<file path="config.mk">
export PLATFORM = sky130hd
export DESIGN_NAME = izh_neur_update_sched
export DESIGN_NICKNAME = d
export VERILOG_FILES = /design/src/rtl/izh_sched_pkg.sv /design/src/rtl/izh_sched_arb.sv /design/src/rtl/izh_neur_update_sched.sv
export SDC_FILE = /design/constraint.sdc
export NUM_CORES = 1
export LEC_CHECK = 0
export ABC_AREA = 0
export CAP_MARGIN = 10
export CORE_MARGIN = 1.5
export CORE_UTILIZATION = 40
export CTS_BUF_LIST = sky130_fd_sc_hd__clkbuf_8
export CTS_CLUSTER_DIAMETER = 30
export DETAILED_ROUTE_END_ITERATION = 16
export PLACE_DENSITY = 0.67
export SLEW_MARGIN = 20
export SYNTH_ARGS = -nofsm -noshare
export SYNTH_HDL_FRONTEND = slang
export SYNTH_HIERARCHICAL = 1
export SYNTH_SLANG_ARGS = --single-unit
</file>
<file path="constraint.sdc">
create_clock -name CLK -period 5.8 [get_ports CLK]
set_input_delay 1.16 -clock CLK [delete_from_list [all_inputs] [get_ports CLK]]
set_output_delay 1.16 -clock CLK [all_outputs]
set_load 0.02 [all_outputs]
</file>
<file path="src/rtl/izh_sched_pkg.sv">
// Shared types and defaults for the Izhikevich neuron update scheduler.
package izh_sched_pkg;

  localparam int N_NEUR_DEF      = 256;
  localparam int AW_DEF          = 8;
  localparam int MAX_EVT_RUN_DEF = 4;
  // Width of the event-run counter; it saturates at 15.
  localparam int RUN_W           = 4;

  typedef enum logic [1:0] {
    ST_IDLE = 2'd0,
    ST_RD   = 2'd1,
    ST_WR   = 2'd2
  } state_t;

  typedef enum logic {
    UPD_SYN  = 1'b0,
    UPD_TREF = 1'b1
  } upd_kind_t;

endpackage

</file>
<file path="src/rtl/izh_sched_arb.sv">
// Update arbiter: chooses between a synaptic-event update and a tref sweep
// step whenever the FSM may start a new update, and tracks how many event
// updates have run back-to-back so a pending sweep cannot be starved.
module izh_sched_arb
  import izh_sched_pkg::*;
#(
  parameter int MAX_EVT_RUN = MAX_EVT_RUN_DEF
) (
  input  logic             clk,
  input  logic             rst,
  input  logic             decide,
  input  logic             evt_req,
  input  logic             sweep_active,
  output logic             sel_evt,
  output logic             sel_tref,
  output logic [RUN_W-1:0] evt_run
);

  // Events win unless a sweep is active and the run budget is used up.
  always_comb begin
    sel_evt  = evt_req & (~sweep_active | (evt_run < RUN_W'(MAX_EVT_RUN)));
    sel_tref = ~sel_evt & sweep_active;
  end

  // Run counter: saturating increment per event, cleared by anything else.
  always_ff @(posedge clk or posedge rst) begin
    if (rst) begin
      evt_run <= '0;
    end else if (decide) begin
      if (sel_evt) begin
        if (evt_run != {RUN_W{1'b1}}) evt_run <= evt_run + RUN_W'(1);
      end else begin
        evt_run <= '0;
      end
    end
  end

endmodule

</file>
<file path="src/rtl/izh_neur_update_sched.sv">
// Izhikevich neuron update scheduler: serialises read-modify-write updates
// of the neuron SRAM for synaptic events and time-reference sweeps.
// Each update is one RD cycle followed by one WR cycle to the same address.
// Optional feature macro: IZH_SCHED_SKIP_DISABLED_EN -- skip the write-back
// of tref steps for neurons whose disable flag reads back as 1.
module izh_neur_update_sched
  import izh_sched_pkg::*;
#(
  parameter int N_NEUR      = N_NEUR_DEF,
  parameter int AW          = AW_DEF,
  parameter int MAX_EVT_RUN = MAX_EVT_RUN_DEF
) (
  input  logic          CLK,
  input  logic          RST,
  input  logic          TREF_TICK,
  input  logic          EVT_REQ,
  input  logic [AW-1:0] EVT_NEUR,
  output logic          EVT_ACK,
  output logic          NEUR_CS,
  output logic          NEUR_WE,
  output logic [AW-1:0] NEUR_ADDR,
  input  logic          NEUR_RDATA_MSB,
  output logic          DP_EVENT_TREF,
  output logic          DP_EVENT_SYN,
  output logic          SWEEP_BUSY,
  output logic          TREF_OVERRUN,
  output logic [1:0]    FSM_STATE
);

  // Handshake: EVT_REQ is a level held by the requester until EVT_ACK, which
  // pulses for one cycle in the WR cycle of the event's update. EVT_NEUR must
  // be stable while EVT_REQ is high; it is captured when the RD cycle starts.

  state_t          state, state_nxt;
  upd_kind_t       kind_q;
  logic [AW-1:0]   addr_q;
  logic [AW-1:0]   sweep_ptr;
  logic [AW-1:0]   ptr_inc;
  logic [AW-1:0]   tref_addr;
  logic            sweep_active;
  logic            sweep_pend;
  logic            overrun_q;
  logic            decide;
  logic            tref_wr;
  logic            last_wr;
  logic            tick_to_pend;
  logic            tick_drop;
  logic            pend_eff;
  logic            active_dec;
  logic            sel_evt;
  logic            sel_tref;
  logic            skip_wr;
  logic [RUN_W-1:0] evt_run;

  // Sweep bookkeeping seen by the arbiter. On the last-neuron WR the arbiter
  // must see the post-wrap sweep state, otherwise it would start a step of a
  // sweep that is just ending.
  always_comb begin
    decide       = (state == ST_IDLE) | (state == ST_WR);
    tref_wr      = (state == ST_WR) & (kind_q == UPD_TREF);
    last_wr      = tref_wr & (sweep_ptr == AW'(N_NEUR - 1));
    tick_to_pend = TREF_TICK & sweep_active & ~sweep_pend;
    tick_drop    = TREF_TICK & sweep_active & sweep_pend;
    pend_eff     = sweep_pend | tick_to_pend;
    active_dec   = last_wr ? pend_eff : sweep_active;
    ptr_inc      = last_wr ? '0 : sweep_ptr + AW'(1);
    tref_addr    = tref_wr ? ptr_inc : sweep_ptr;
  end

  izh_sched_arb #(
    .MAX_EVT_RUN (MAX_EVT_RUN)
  ) u_arb (
    .clk          (CLK),
    .rst          (RST),
    .decide       (decide),
    .evt_req      (EVT_REQ),
    .sweep_active (active_dec),
    .sel_evt      (sel_evt),
    .sel_tref     (sel_tref),
    .evt_run      (evt_run)
  );

  // FSM next state: IDLE/WR may launch a new RD; RD always proceeds to WR.
  always_comb begin
    state_nxt = state;
    case (state)
      ST_IDLE, ST_WR: state_nxt = (sel_evt | sel_tref) ? ST_RD : ST_IDLE;
      ST_RD:          state_nxt = ST_WR;
      default:        state_nxt = ST_IDLE;
    endcase
  end

  // FSM state register plus the address/kind latched at RD entry.
  always_ff @(posedge CLK or posedge RST) begin
    if (RST) begin
      state  <= ST_IDLE;
      kind_q <= UPD_SYN;
      addr_q <= '0;
    end else begin
      state <= state_nxt;
      if (decide & (sel_evt | sel_tref)) begin
        kind_q <= sel_evt ? UPD_SYN : UPD_TREF;
        addr_q <= sel_evt ? EVT_NEUR : tref_addr;
      end
    end
  end

  // Sweep pointer, active/pending flags and the sticky overrun flag.
  always_ff @(posedge CLK or posedge RST) begin
    if (RST) begin
      sweep_ptr    <= '0;
      sweep_active <= 1'b0;
      sweep_pend   <= 1'b0;
      overrun_q    <= 1'b0;
    end else begin
      if (tref_wr) sweep_ptr <= ptr_inc;
      if (last_wr) begin
        sweep_active <= pend_eff;
        sweep_pend   <= 1'b0;
      end else if (TREF_TICK & ~sweep_active) begin
        sweep_active <= 1'b1;
      end else if (tick_to_pend) begin
        sweep_pend <= 1'b1;
      end
      if (tick_drop) overrun_q <= 1'b1;
    end
  end

`ifdef IZH_SCHED_SKIP_DISABLED_EN
  // Disable flag from the RD is valid in the WR cycle; gate that write.
  assign skip_wr = (state == ST_WR) & (kind_q == UPD_TREF) & NEUR_RDATA_MSB;
`else
  logic unused_rdata;
  assign skip_wr      = 1'b0;
  assign unused_rdata = NEUR_RDATA_MSB;
`endif

  // SRAM port and datapath qualifiers.
  always_comb begin
    NEUR_CS       = (state != ST_IDLE) & ~skip_wr;
    NEUR_WE       = (state == ST_WR) & ~skip_wr;
    NEUR_ADDR     = addr_q;
    DP_EVENT_TREF = (state != ST_IDLE) & (kind_q == UPD_TREF);
    DP_EVENT_SYN  = (state != ST_IDLE) & (kind_q == UPD_SYN);
    EVT_ACK       = (state == ST_WR) & (kind_q == UPD_SYN);
    SWEEP_BUSY    = sweep_active;
    TREF_OVERRUN  = overrun_q;
    FSM_STATE     = state;
  end

endmodule

</file>
Yosys cells after proc, flatten, opt, wreduce, memory -nomap -nowiden
Index checks and enable logic that the tools add are counted.
- bits in registers: 26
- bits in latches: 0
- memory bits (writable): 0
- bits in read-only memories: 0
- bits of input ports: 13
- output and inout port bits: 17
- memories: 0
- add/subtract/negate cells: 2
- multipliers: 0
- div/mod/pow operators: 0
- $lt $le $gt $ge: 1
- eq/ne operators: 6
- shifts and indexed selects: 0
- muxes and demuxes: 14
- bitwise logic cells: 21
- reductions and logical operators: 7
- operators with widths (kind ; count):
    8-bit 2-to-1 mux ; 3
    1-bit bitwise AND ; 12
    8-bit by 1-bit adder with 8-bit output, second input constant ; 1
    8-bit == test, second input constant ; 1
    1-bit 2-to-1 mux ; 8
    4-bit 2-to-1 mux ; 2
    2-bit nonzero test ; 3
    1-bit NOT ; 5
    4-bit by 1-bit adder with 4-bit output, second input constant ; 1
    4-bit by 3-bit less-than comparator with 1-bit output, second input constant ; 1
    4-bit != test, second input constant ; 1
    1-bit OR ; 4
    2-bit one-hot mux with 2 select lines ; 1
    2-bit AND reduction ; 2
    2-bit by 1-bit == test with 1-bit output, second input constant ; 1
    2-bit == test, second input constant ; 1
    2-bit logical NOT ; 1
    2-bit by 1-bit != test with 1-bit output, second input constant ; 1
    2-bit != test, second input constant ; 1
    2-bit OR reduction ; 1

Logic depth before layout (Yosys ltp)
Gate-level depths: netlist of run 1.
- word-level depth: 12
- depth in mapped cells: 13

Cells and area by module
Netlist of run 1, hierarchy kept.
- by module, submodules not included (module ; times used ; cells an instance ; area an instance (sq um)):
    izh_neur_update_sched ; 1 ; 117 ; 1107.3
    izh_sched_arb ; 1 ; 28 ; 257.7

Least setup slack after synthesis of run 1
OpenSTA, ideal clock, no wires.
- path kind: input to register
- start: input TREF_TICK
- end: register addr_q[6] (netlist: NEUR_ADDR[6])
- arrival time: 2.649 ns
- required time: 5.682 ns
- path slack: 3.033 ns
- stages on the path: 9
- path buffers: 1
- cells stage by stage: o21ai_0 > o21ai_0 > o21ai_1 > nand2_1 > and2_1 > o21bai_1 > clkbuf_1 > o21ai_0 > a21o_1
- cells in the longest elaborated chain, start to end: 11
- RTL lines (item ; line ; text):
    from (decl) ; izh_neur_update_sched.sv:15 ; input logic TREF_TICK,
    1-bit bitwise AND * (2 in a row) ; izh_neur_update_sched.sv:62 ; tick_to_pend = TREF_TICK & sweep_active & ~sweep_pend;
    1-bit OR * ; izh_neur_update_sched.sv:64 ; pend_eff = sweep_pend | tick_to_pend;
    1-bit 2-to-1 mux * ; izh_neur_update_sched.sv:65 ; active_dec = last_wr ? pend_eff : sweep_active;
    net active_dec ; izh_neur_update_sched.sv:49 ; logic active_dec;
    1-bit NOT ; izh_sched_arb.sv:21 ; sel_evt = evt_req & (~sweep_active | (evt_run < RUN_W'(MAX_EVT_RUN)));
    1-bit OR ; izh_sched_arb.sv:21 ;
    1-bit bitwise AND ; izh_sched_arb.sv:21 ;
    1-bit NOT ; izh_sched_arb.sv:22 ; sel_tref = ~sel_evt & sweep_active;
    1-bit bitwise AND * ; izh_sched_arb.sv:22 ;
    net sel_tref ; izh_neur_update_sched.sv:51 ; logic sel_tref;
    1-bit OR * ; izh_neur_update_sched.sv:101 ; if (decide & (sel_evt | sel_tref)) begin
    1-bit bitwise AND * ; izh_neur_update_sched.sv:101 ;
    to (signal assigned) ; izh_neur_update_sched.sv:103 ; addr_q <= sel_evt ? EVT_NEUR : tref_addr;
    to (decl) ; izh_neur_update_sched.sv:36 ; logic [AW-1:0] addr_q;
Mark *: on every way through the listed nets, which the timed path passes. The rest lies on a longest branch.
A chain may end at the register's enable or synchronous reset.

Worst setup path in the final report of run 1
- start: input TREF_TICK
- end: register addr_q[0] (netlist: NEUR_ADDR[0])
- cells in the longest elaborated chain, start to end: 11
- RTL lines (item ; line ; text):
    1-bit bitwise AND * (2 in a row) ; izh_neur_update_sched.sv:62 ;
    1-bit OR * ; izh_neur_update_sched.sv:64 ;
    1-bit 2-to-1 mux * ; izh_neur_update_sched.sv:65 ;
    net active_dec ; izh_neur_update_sched.sv:49 ;
    1-bit NOT * ; izh_sched_arb.sv:21 ;
    1-bit OR * ; izh_sched_arb.sv:21 ;
    1-bit bitwise AND * ; izh_sched_arb.sv:21 ;
    net sel_evt ; izh_neur_update_sched.sv:50 ; logic sel_evt;
    1-bit NOT ; izh_sched_arb.sv:22 ;
    1-bit bitwise AND ; izh_sched_arb.sv:22 ;
    1-bit OR ; izh_neur_update_sched.sv:101 ;
    1-bit bitwise AND ; izh_neur_update_sched.sv:101 ;
Marks and branches as above.

==> flow_metrics.py, run 1 <==
metrics = {
    "sta": {
        "tns_ps": 0,
        "holdWs_ps": 482,
        "fmaxAchievable_mhz": 300,
        "slew_viol_final": 0,
        "setup_viol": 0,
        "finalClockSkew_ps": 16.2,
        "rsz0062_at_grt": "no",
        "worst_pin_slew_ps": 848,
        "max_slew_margin": 0.434,
        "finalCritPeriodShare": 0.575,
        "final_hold_viol_count": 0,
        "fin_crit_ps": 3340,
    },
    "grt": {
        "overflow": 0,
        "grt_pass1_wl_mm": 5.10,
        "grt_pass1_vias": 1141,
        "grt_max_degree": 23,
        "track_usage": 0.185,
        "antenna_found_initial": 0,
    },
    "worst_setup_path": {
        "crit_family": "buffers and inverters",
        "crit_path_max_incr_delay_ps": 520,
        "critPathArrivalTime_ps": 3480,
        "critPathKind": "in -> reg",
        "critPathBufInv": 4,
        "start_kind": "primary input",
        "required_ps": 5950,
        "endpoint_kind": "flop",
        "slowest_stage": "clkdlybuf4s50_1",
        "critPathMaxFanout": 13,
        "cp_cell_sequence": "clkdlybuf4s50_1, o21ai_0, o21ai_0, o21ai_1, nand2_1, inv_1, o21bai_1, buf_4, inv_1, o32ai_1, a21oi_1",
    },
    "synthesis": {
        "syn_area_per_cell_um2": 9.41,
        "ys_top_cells_by_area": "dfrtp_1 48%, nand2_1 5.5%, o21ai_0 4.4%",
        "synthCells": 145,
        "ys_ff_latch": 26,
        "yosysSeqAreaShare": 0.477,
        "synth_area_leader_cell": "dfrtp_1",
        "synth_edf_count": 0,
        "synthArstFlopShare": 1.00,
        "synth_top_area_frac": 0.477,
        "yosys_warnings": 6,
        "ys.flop_type": "dfrtp_1",
        "syn_nets": 160,
        "synth_area_um2": 1370,
        "ys_types": 44,
    },
    "floorplanning": {
        "die_w_um": 61.4,
        "core-area_um2": 3310,
        "dieArea_um2": 3770,
        "fp.dieH_um": 61.4,
        "io_pins": 30,
        "rows": 21,
        "start_util": 0.412,
    },
    "status": {
        "status": "complete, no violations",
    },
    "cts": {
        "clock_sinks": 26,
        "post-cts-setup-buffer-count": 0,
        "cts-resized-gates": 0,
        "numCtsBuffers": 3,
        "clock_path_buffers": 2,
        "cts_hold_buf": 0,
        "clock_latency_ps": 280,
        "cts-root-buf": "clkbuf_8",
        "cts_tree": "built",
        "clk_pin_slew_ps": 100,
        "h-tree-depth": 1,
    },
    "final_layout": {
        "area_delta_synth_final_pct": 29.1,
        "layout_commonest_cell": "clkdlybuf4s50_1",
        "layout-drive-gt1-share": 0.0632,
        "antenna_cells": 0,
        "fillers": 321,
        "instances_no_fill": 220,
        "final_cell_mix": "28 x clkdlybuf4s50_1, 26 x dfrtp_1, 20 x nand2_1, 12 x inv_1, 12 x o21ai_0",
        "final_util": 0.533,
        "nets": 190,
    },
    "route": {
        "vias_per_cell": 5.42,
        "vias": 1192,
        "drt_wl_total_mm": 3.07,
        "detail-route-antenna-nets": 0,
        "first_pass_iters": 4,
        "drtIter0Drc": 48,
        "wl_per_cell_um": 14.0,
        "drc": 0,
    },
    "power": {
        "powerDensity_nw_per_um2": 469,
        "total_power_mw": 0.826,
        "power.leakage_nw": 0.804,
        "vdd_drop_max_mv": 0.272,
    },
    "placed_design": {
        "portBuffers": 28,
        "numPlacedInstances": 216,
        "hpwl_mm": 2.30,
        "globalplace.congestion": 0.844,
    },
    "job": {
        "maxCapViolCount": 0,
    },
    "worst_hold_path": {
        "hp-class": "reg -> reg",
    },
}
==> layout make-up <==
cell class              count  area, um2  area share
repair buffers             29        288       0.163
clock buffers               3       41.3      0.0234
flip-flops and latches     26        651       0.369
inverters                  12       45.0      0.0256
multi-input cells         103        651       0.369
well taps                  46       57.6      0.0326
clock inverters             1       30.0      0.0170
==> stage by stage <==
| step | setup slack, ps | cell area, um2 |
|---|---|---|
| 3_5_place_dp | 2150 | 1690 |
| 3_3_place_gp | 2220 | 1690 |
| 4_1_cts | 2440 | 1760 |
| 6_report | 2460 | 1760 |
| 2_1_floorplan | 3030 | 1370 |
| 5_1_grt | 2170 | 1760 |
==> cells in the mapped netlist (all sizes together), types with 2 or more instances <==
cell,count
and2,3
xnor2,2
and3b,2
o21ai,15
buf,2
and3,3
inv,12
a21o,4
o31ai,2
o21a,2
ha,2
nand4b,2
clkbuf,2
nand3,6
and4b,2
or2,2
nand4,3
nor2b,3
a21oi,3
nor2,5
dfrtp,26
a31oi,2
nand2,20
o2111ai,2
and2b,2
==> cell families (layout without fill, tap and decap cells) <==
group                    count (synthesis)  count (layout)  share of synthesized area
AO/OA/AOI/OAI                           40              40                      0.199
flip-flops                              26              26                      0.477
AND/OR/NAND/NOR                         57              57                      0.228
multiplexers                             2               2                     0.0183
buffers and inverters                   16              45                     0.0467
XOR/XNOR                                 2               2                     0.0128
adder cells (fa/ha/maj)                  2               2                     0.0183
==> final timing paths <==
path | start | endpoint | cells after the start | slack [ps]
worst max-delay path | TREF_TICK | NEUR_ADDR[0] | 11 | 2460
worst min-delay path | TREF_OVERRUN | TREF_OVERRUN | 1 | 480
worst max register to register | FSM_STATE[0] | NEUR_ADDR[0] | 11 | 2620
worst min register to register | TREF_OVERRUN | TREF_OVERRUN | 1 | 480
max in group asynchronous | RST | kind_q | 2 | 3890
min in group asynchronous | RST | u_arb/evt_run[3] | 2 | 1080
==> state kept, by name (all words and copies together), names as in the netlist <==
register and cells:
FSM_STATE 2, NEUR_ADDR 8, SWEEP_BUSY 1, TREF_OVERRUN 1
kind_q 1, sweep_pend 1, sweep_ptr 8, u_arb/evt_run 4
==> layer usage <==
layer | up-vias | GRT usage | part of all wire
met1 | 592 | 0.229 | 0.45
met3 | 6 | 0.0504 | 0.026
li1 | 574 | - | -
met5 | - | 0 | 0
met2 | 20 | 0.316 | 0.50
met4 | 0 | 0.0547 | 0.014
==> power by group <==
| group | internal (mW) | leakage (nW) | switching (mW) | total (mW) |
|---|---|---|---|---|
| sequential | 0.237 | 0.325 | 0.0588 | 0.296 |
| combinational | 0.177 | 0.444 | 0.199 | 0.376 |
| clock | 0.0925 | 0.0357 | 0.0613 | 0.154 |
No activity file was read; power rests on OpenSTA's default activity.
==> inputs of run 2 (changes only) <==
PLACE_DENSITY = 0.69   (was 0.67)
clock period = 3.06 ns   (was 5.8 ns; I/O delays follow)
==> flow_metrics.py, run 2 (synthesized netlist as in run 1, its figures left out) <==
metrics = {
    "status": {
        "status": "complete, no violations",
    },
    "sta": {
        "finalClockSkew_ps": 4.11,
        "worst_pin_slew_ps": 826,
        "slew_viol_final": 0,
        "fin_crit_ps": 2770,
        "final_hold_viol_count": 0,
        "setup_viol": 0,
        "fin_ws_ps": 293,
        "fmaxAchievable_mhz": 361,
        "finalCritPeriodShare": 0.904,
        "max_slew_margin": 0.449,
    },
    "final_layout": {
        "layout_commonest_cell": "clkdlybuf4s50_1",
        "nets": 194,
        "area_delta_synth_final_pct": 29.4,
        "final_cell_mix": "28 x clkdlybuf4s50_1, 26 x dfrtp_1, 20 x nand2_1, 12 x inv_1, 12 x o21ai_0",
        "antenna_cells": 0,
        "instances_no_fill": 223,
        "final_util": 0.534,
        "layout-drive-gt1-share": 0.0847,
    },
    "cts": {
        "h-tree-depth": 1,
        "clock_sinks": 26,
        "clock_path_buffers": 2,
        "numCtsBuffers": 3,
        "cts-root-buf": "clkbuf_8",
        "clk_pin_slew_ps": 80,
        "cts_tree": "built",
        "clock_latency_ps": 260,
        "cts_hold_buf": 0,
    },
    "worst_setup_path": {
        "critPathMaxFanout": 6,
        "slowest_stage": "o21ai_0",
        "r2r_slack_ps": 290,
        "crit_start": "sweep_ptr[0]",
        "cp_cell_sequence": "ha_1, and3_1, nand3_2, o21ai_0, o21ai_2, nand2_1, and2_1, o21bai_1, buf_4, nor2_1, a21oi_1",
        "endpoint_kind": "flop",
        "r2r_end": "NEUR_ADDR[0]",
        "cp-endpoint": "NEUR_ADDR[0]",
        "r2r-start": "sweep_ptr[0]",
        "start_kind": "flop",
        "required_ps": 3200,
        "reg2regPathDepth": 11,
        "critPathArrivalTime_ps": 2910,
        "crit_path_max_incr_delay_ps": 430,
        "critPathKind": "reg -> reg",
    },
    "power": {
        "power.leakage_nw": 0.811,
        "powerDensity_nw_per_um2": 840,
        "vdd_drop_max_mv": 0.508,
    },
    "route": {
        "drt_wl_total_mm": 3.08,
        "first_pass_iters": 4,
        "vias_per_cell": 5.35,
        "drtIter0Drc": 25,
        "detail-route-antenna-nets": 0,
        "vias": 1192,
        "drc": 0,
        "wl_per_cell_um": 13.8,
    },
    "grt": {
        "overflow": 0,
        "grt_max_degree": 23,
        "track_usage": 0.175,
        "grt_pass1_wl_mm": 4.89,
        "grt_pass1_vias": 1139,
        "antenna_found_initial": 0,
    },
    "worst_hold_path": {
        "hp-class": "reg -> reg",
    },
    "floorplanning": {
        "rows": 21,
        "fp.dieH_um": 61.4,
        "io_pins": 30,
        "start_util": 0.412,
        "core-area_um2": 3310,
        "dieArea_um2": 3770,
        "die_w_um": 61.4,
    },
    "placed_design": {
        "globalplace.congestion": 0.718,
        "portBuffers": 28,
        "hpwl_mm": 2.34,
        "post-place-ws_ps": 279,
        "numPlacedInstances": 220,
    },
    "job": {
        "maxCapViolCount": 0,
    },
}
[run 2: changes by cell type in the layout (fill, tap and decap cells not counted)]
| cell | before | now |
|---|---|---|
| o21ai_1 | 3 | 2 |
| bufinv_16 | 1 | 0 |
| o21ai_2 | 0 | 1 |
| buf_4 | 1 | 5 |
[run 2: what timing repair did]
action | CTS | global route
buffers inserted | 0 | 0
gates resized for setup | 0 | 1
hold endpoints to repair | 0 | 0
setup endpoints to repair | 0 | 8
[run 2: layer usage]
layer / GRT usage / wire length (um) / vias up
met1: 0.224 / 1380 / 583
met5: 0 / 0 / -
met2: 0.301 / 1590 / 18
met4: 0.0638 / 31 / 0
met3: 0.0252 / 70 / 4
li1: - / - / 587
[run 2: worst max-delay path: cells and delay by family (launching register included)]
family,cells,cell delay (ps)
flops,1,420
compound gates,4,840
fa+ha+maj,1,280
buf+inv,1,160
simple gates,5,940
[run 2: per-stage QoR]
stage | hold slack, ps | power [mW] | TNS, ps | cell area (um2)
6_report | 486 | 1.48 | 0 | 1770
5_1_grt | 507 | 1.59 | -12.7 | 1770
4_1_cts | 495 | 1.50 | 0 | 1760
3_5_place_dp | 469 | 1.31 | 0 | 1720
3_3_place_gp | 455 | 1.28 | 0 | 1720
2_1_floorplan | 378 | 0.977 | 0 | 1370
[run 2: worst min path at each step]
stage,startpoint,end,cells after the start
after floorplan,RST,u_arb/evt_run[0],1
after global placement,TREF_OVERRUN,TREF_OVERRUN,1
after detailed placement,TREF_OVERRUN,TREF_OVERRUN,1
after CTS,TREF_OVERRUN,TREF_OVERRUN,1
after global routing,TREF_OVERRUN,TREF_OVERRUN,1
final,NEUR_ADDR[7],NEUR_ADDR[7],2
[run 2: cell type report]
cell class / instances / area, um2
tap: 46 / 57.6
inverter: 12 / 45.0
sequential: 26 / 651
multi-input combinational: 103 / 654
fill: 317 / 1540
timing repair buffer: 33 / 318
clock buffer: 3 / 41.3
[run 2: where the power goes]
part | internal [mW] | leakage, nW | switching (mW)
Combinational | 0.358 | 0.465 | 0.392
Clock | 0.0881 | 0.0216 | 0.0993
Sequential | 0.450 | 0.325 | 0.0969
